$ cat src/rtl/serial_in_parallel_out_dynamic.sv
// Collects a variable-length burst of width_p words into one max_els_p*width_p parallel word.
// The length arrives with the first word; the result is handed off with valid/yumi, single-buffered.
module serial_in_parallel_out_dynamic #(
  parameter int width_p       = 64,
  parameter int max_els_p     = 8,
  parameter int lg_max_els_lp = (max_els_p > 1) ? $clog2(max_els_p) : 1
) (
  input  logic                           clk_i,
  input  logic                           reset_i,
  input  logic                           v_i,
  input  logic [width_p-1:0]             data_i,
  input  logic [lg_max_els_lp-1:0]       len_i,
  output logic                           ready_o,
  output logic                           len_ready_o,
  output logic                           v_o,
  output logic [max_els_p*width_p-1:0]   data_o,
  input  logic                           yumi_i
);

  localparam logic [lg_max_els_lp-1:0] max_len_lp = lg_max_els_lp'(max_els_p - 1);

  typedef enum logic {
    ST_FILL = 1'b0,
    ST_FULL = 1'b1
  } state_e;

  state_e                   state_q, state_d;
  logic [lg_max_els_lp-1:0] cnt_q, cnt_d;
  logic [lg_max_els_lp-1:0] len_q, len_d;
  logic [width_p-1:0]       slots_q [max_els_p];
  logic [width_p-1:0]       slots_d [max_els_p];
  logic [lg_max_els_lp-1:0] eff_len;
  logic                     first_word;

  assign ready_o     = (state_q == ST_FILL);
  assign len_ready_o = ready_o & (cnt_q == '0);
  assign v_o         = (state_q == ST_FULL);
  assign first_word  = (cnt_q == '0);

  always_comb begin
    state_d = state_q;
    cnt_d   = cnt_q;
    len_d   = len_q;
    slots_d = slots_q;
    eff_len = len_q;

    case (state_q)
      ST_FILL: begin
        if (v_i) begin
          // The length only counts on the first word; later len_i values are ignored.
          if (first_word) begin
            if (int'(len_i) > max_els_p - 1) begin
              eff_len = max_len_lp;
            end else begin
              eff_len = len_i;
            end
            len_d = eff_len;
          end

          for (int i = 0; i < max_els_p; i++) begin
            if (i == int'(cnt_q)) begin
              slots_d[i] = data_i;
            end else if (first_word) begin
              slots_d[i] = '0;
            end
          end

          if (cnt_q == eff_len) begin
            state_d = ST_FULL;
            cnt_d   = '0;
          end else begin
            cnt_d = cnt_q + lg_max_els_lp'(1);
          end
        end
      end

      ST_FULL: begin
        if (yumi_i) begin
          state_d = ST_FILL;
        end
      end

      default: begin
        state_d = ST_FILL;
      end
    endcase
  end

  always_comb begin
    data_o = '0;
    for (int i = 0; i < max_els_p; i++) begin
      data_o[i*width_p +: width_p] = slots_q[i];
    end
  end

  always_ff @(posedge clk_i or negedge reset_i) begin
    if (!reset_i) begin
      state_q <= ST_FILL;
      cnt_q   <= '0;
      len_q   <= '0;
      slots_q <= '{default: '0};
    end else begin
      state_q <= state_d;
      cnt_q   <= cnt_d;
      len_q   <= len_d;
      slots_q <= slots_d;
    end
  end

endmodule

$ cat config.mk
export PLATFORM = sky130hd
export DESIGN_NAME = serial_in_parallel_out_dynamic
export DESIGN_NICKNAME = d
export VERILOG_FILES = /design/src/rtl/serial_in_parallel_out_dynamic.sv
export SDC_FILE = /design/constraint.sdc
export NUM_CORES = 1
export LEC_CHECK = 0
export ABC_CLOCK_PERIOD_IN_PS = 3900
export BUFFER_PORTS_ARGS = -buffer_cell sky130_fd_sc_hd__buf_4
export CAP_MARGIN = 25
export CORE_AREA = 2 2 226 228
export DETAILED_ROUTE_END_ITERATION = 8
export DIE_AREA = 0 0 228 230
export GPL_ROUTABILITY_DRIVEN = 0
export PLACE_DENSITY_LB_ADDON = 0.3
export SYNTH_ARGS = -nofsm -noshare
export SYNTH_HDL_FRONTEND = slang
export SYNTH_SLANG_ARGS = --single-unit
export TNS_END_PERCENT = 10
$ cat constraint.sdc
create_clock -name clk_i -period 3.9 [get_ports clk_i]
set_input_delay 1.17 -clock clk_i [delete_from_list [all_inputs] [get_ports clk_i]]
set_output_delay 1.17 -clock clk_i [all_outputs]
set_load 0.02 [all_outputs]
# Word level (Yosys, flattened, before mapping)
# Index checks and enable logic that the tools add are counted.
# totals
output_inout_bits,515
register_bits,519
wordCells,58
in_bits,71
# op_classes
n_addsub,1
muxes,17
n_reduce_logical,19
bitwise,2
n_eq_ne,8
# op_table
operator,count
two-way mux 64 bit,9
AND reduction 3 bit,8
nonzero test 2 bit,8
"equality test 3 bit, first input constant",4
two-way mux 3 bit,4
"equality test 2 x 3 -> 1 bit, first input constant",2
logical NOT 3 bit,2
"adder 3 x 1 -> 3 bit, second input constant",1
"equality test 1 x 3 -> 1 bit, first input constant",1
equality test 3 bit,1
two-way mux 1 bit,3
case mux 1 bit (2 select lines),1
AND reduction 2 bit,1
AND 1 bit,1
NOT 1 bit,1

# Longest topological paths before layout
# logic_depth
depth_word,8
mapped_depth,9
depth_no_buf,7

# Worst setup path after synthesis
# Ideal clock, no wire load.
# synth_path
path_type,register to output
start,register cnt_q[0]
end,output len_ready_o
arrival_time_ns,1.301
setup_slack_ns,1.429
stages_incl_launch_ff,6
cell_sequence,dfrtp_1 -> inv_1 -> ha_1 -> nand2b_1 -> buf_2 -> nor2_1
# synth_via
elab_chain_cells,2
# synth_lines
item,line,text
start: declaration,28,"logic [lg_max_els_lp-1:0] cnt_q, cnt_d;"
start signal: assignment,104,cnt_q <= cnt_d;
logical NOT 3 bit,36,assign len_ready_o = ready_o & (cnt_q == '0);
AND 1 bit,36,
end: declaration,14,"output logic len_ready_o,"
# No other way between the ends.

# Worst setup path after layout
# layout_path
start,register cnt_q[1]
end,output len_ready_o
# The elaborated chain is that of the path after synthesis.

==> key figures <==
Outcome
  – Outcome: finished clean

Die
  – Die area: 0.05244 mm²
  – Boundary Pins: 586
  – Std cell rows: between 80 and 90
  – Core Region: 0.04986 mm²
  – Die height: 230 µm
  – Initial Utilization: 0.4069
  – Die width: 228 µm

Worst setup path
  – Worst EP arrival: 2.18 ns
  – Worst Setup End Kind: output port
  – Kind of launch point of the worst setup path: flip-flop
  – Critical Path RT: between 2 and 3 ns
  – Critical path class: flip-flop to output port
  – Max FO, Critical Path: 6

Routing
  – Drt wl/cell: about 21 µm
  – Via density: approximately 5.2
  – DRC Markers: 0
  – Post-route ant nets: 0
  – DR pass1 iterations: 5
  – Final WL: 68730 µm
  – Starting DRT DRC Count: 1390
  – Vias: 16850

Clock tree
  – Worst-path clk slew: 0.06 ns
  – Clock Sinks: between 500 and 600
  – # H-tree levels: 2
  – Clock Latency Late Sink: 0.60 ns
  – Root buffer cell: clkbuf_16
  – # hold bufs at CTS: 0
  – Clk buf depth: 3
  – CTS buffer count: 54
  – TritonCTS clock tree: done
  – Resized Gates After CTS: 0
  – Setup Buffers After CTS: 0

Synth
  – Flops & latches, synth: 519
  – Syn Nets: 2132
  – Synth top area share: 0.6402
  – Ys async rst share: 1.000
  – Ys flop type: dfrtp_1
  – Largest area contributor in the netlist: dfrtp_1
  – Area contributors post-synth: dfrtp_1 (64%), nand2_1 (14%), nand3_1 (4.8%)
  – Mapped cell area: between 0.02 and 0.025 mm²
  – Post-Synthesis Mean Instance Area: 9.872 µm²
  – Register area share after synthesis: 0.6402
  – Number of distinct library cells after synthesis: 29
  – Yosys Warn Count: 0
  – Post-synth EDFFs: 0
  – Cell count after synthesis: 2055

Power and ir drop
  – Power per standard cell area: 877.5 mW/mm²
  – P_int: 14590 µW
  – Leak: 0.01418 µW
  – Switch Pwr: 9252 µW
  – Sw frac: 0.3881
  – Reg power frac: 0.359
  – Clock power share: 0.240
  – Worst vdd ir: 678.3 µV
  – Logic pwr share: 0.400

Cells and area
  – Most frequent cells in the layout: nand2_1 (777), buf_4 (606), dfrtp_1 (518)
  – Layout area overhead: 33.93%
  – FILL cells: 4414
  – Commonest non-fill, non-tap cell in the layout: nand2_1
  – # nets final: 2600
  – Share of layout cells above drive strength 1: 0.3096
  – Diodes inserted: 0

Timing
  – RSZ-0062 raised after global routing: no
  – Normalized max-slew margin: 0.3179
  – FMAX: 298.2 MHz
  – Final worst path period share: 0.8597
  – Worst setup margin: around 0.55 ns
  – Slew Viols, Final: 0
  – Fin Setup TNS: 0 ns
  – Clock skew: 0.01923 ns
  – Final hold violations: 0
  – Final min period: ~3.4 ns
  – # setup viols final: 0
  – Worst slew pin tran: 1.023 ns

Global routing
  – Initial antenna violation count: 1
  – GRT overflow: 0
  – Vias in the first global route: 16860
  – First-pass GRT wire length: around 100000 µm
  – GRT Util Overall: 0.2585
  – Largest net degree at the start of global routing: 163

Placed design
  – Port Buf Inserts: 585
  – Final HPWL DP: approximately 45000 µm
  – Pre-CTS setup slack: 0.7075 ns

Job
  – Max Cap Violations: 0

Hold path
  – Min-Delay Path Class: flip-flop to flip-flop
==> layout make-up <==
type                            count  area [µm²]  share of cell area
Tap cell                          672       840.8             0.03094
Inverter                            4       15.01           0.0005526
Sequential cell                   519       12990              0.4781
Clock buffer                       83        1694             0.06235
Multi-Input combinational cell   1325        6510              0.2396
Clock inverter                     18       315.3             0.01160
Timing Repair Buffer              619        4805              0.1768
==> metrics by stage <==
step           std cells  total power (µW)  area, µm²    util  hold WS (ns)
3_3_place_gp        3138             17960      25140  0.5042        0.4535
4_1_cts             3239             23950      27150  0.5445        0.4713
6_report            3240             23840      27170  0.5449        0.4676
5_1_grt             3240             25000      27170  0.5449        0.4897
3_5_place_dp        3138             18180      25140  0.5042        0.4576
2_1_floorplan       2055             13540      20290       -        0.4792
==> worst max-delay path, stage by stage (launching register included) <==
cell	delay, ns
dfrtp_1	0.43
inv_1	0.12
ha_1	0.40
nand2b_1	0.29
nor2_1	0.16
buf_4	0.17
==> worst paths after layout <==
kind	startpoint	end	slack, ns	cells after the start
worst max-delay path	cnt_q[1]$_DFFE_PN0P_	len_ready_o	0.55	5
worst min-delay path	data_o[495]$_DFFE_PN0P_	data_o[495]$_DFFE_PN0P_	0.47	2
worst max register to register	cnt_q[2]$_DFFE_PN0P_	data_o[488]$_DFFE_PN0P_	1.07	6
worst min register to register	data_o[495]$_DFFE_PN0P_	data_o[495]$_DFFE_PN0P_	0.47	2
max in group asynchronous	reset_i	data_o[494]$_DFFE_PN0P_	2.31	2
min in group asynchronous	reset_i	data_o[309]$_DFFE_PN0P_	0.55	1
==> synth_stat cells (all sizes together) (2+ instances only) <==
cell / number
a21oi: 2
a22o: 64
buf: 81
clkbuf: 126
dfrtp: 519
ha: 6
inv: 4
mux2: 67
mux2i: 2
nand2: 779
nand3: 195
nor2: 5
nor2b: 2
o21ai: 193
xnor2: 2
==> logic make-up after synthesis <==
kind of cell / after synthesis / share of synthesized area
simple gates: 984 / 0.1955
flops: 519 / 0.6402
compound gates: 264 / 0.07845
buf+inv: 211 / 0.04311
mux: 69 / 0.03818
fa+ha+maj: 6 / 0.003700
xor+xnor: 2 / 0.0008636
==> power groups by stage <==
stage	sequential (µW)	clock [µW]	combinational (µW)
2_1_floorplan	10700	0	2850
3_3_place_gp	8540	0	9420
3_5_place_dp	8580	0	9600
4_1_cts	8540	5800	9610
5_1_grt	8780	6040	10200
6_report	8570	5730	9540
==> state kept, by name, summed over array words and instances, names as in the netlist <==
name and count:
cnt_q 3, data_o 512, v_o 1, len_q 3
==> metal layers <==
layer  wire, µm  part of all wire  track usage  up-vias
met5          0                 0            0        -
met3       5696             0.083      0.06932      155
met1      27760              0.40       0.3358     8364
li1           -                 -            -     7598
met4       2574             0.037       0.1013        0
met2      32700              0.48       0.4143      733
(Power assumes the default switching activity.)
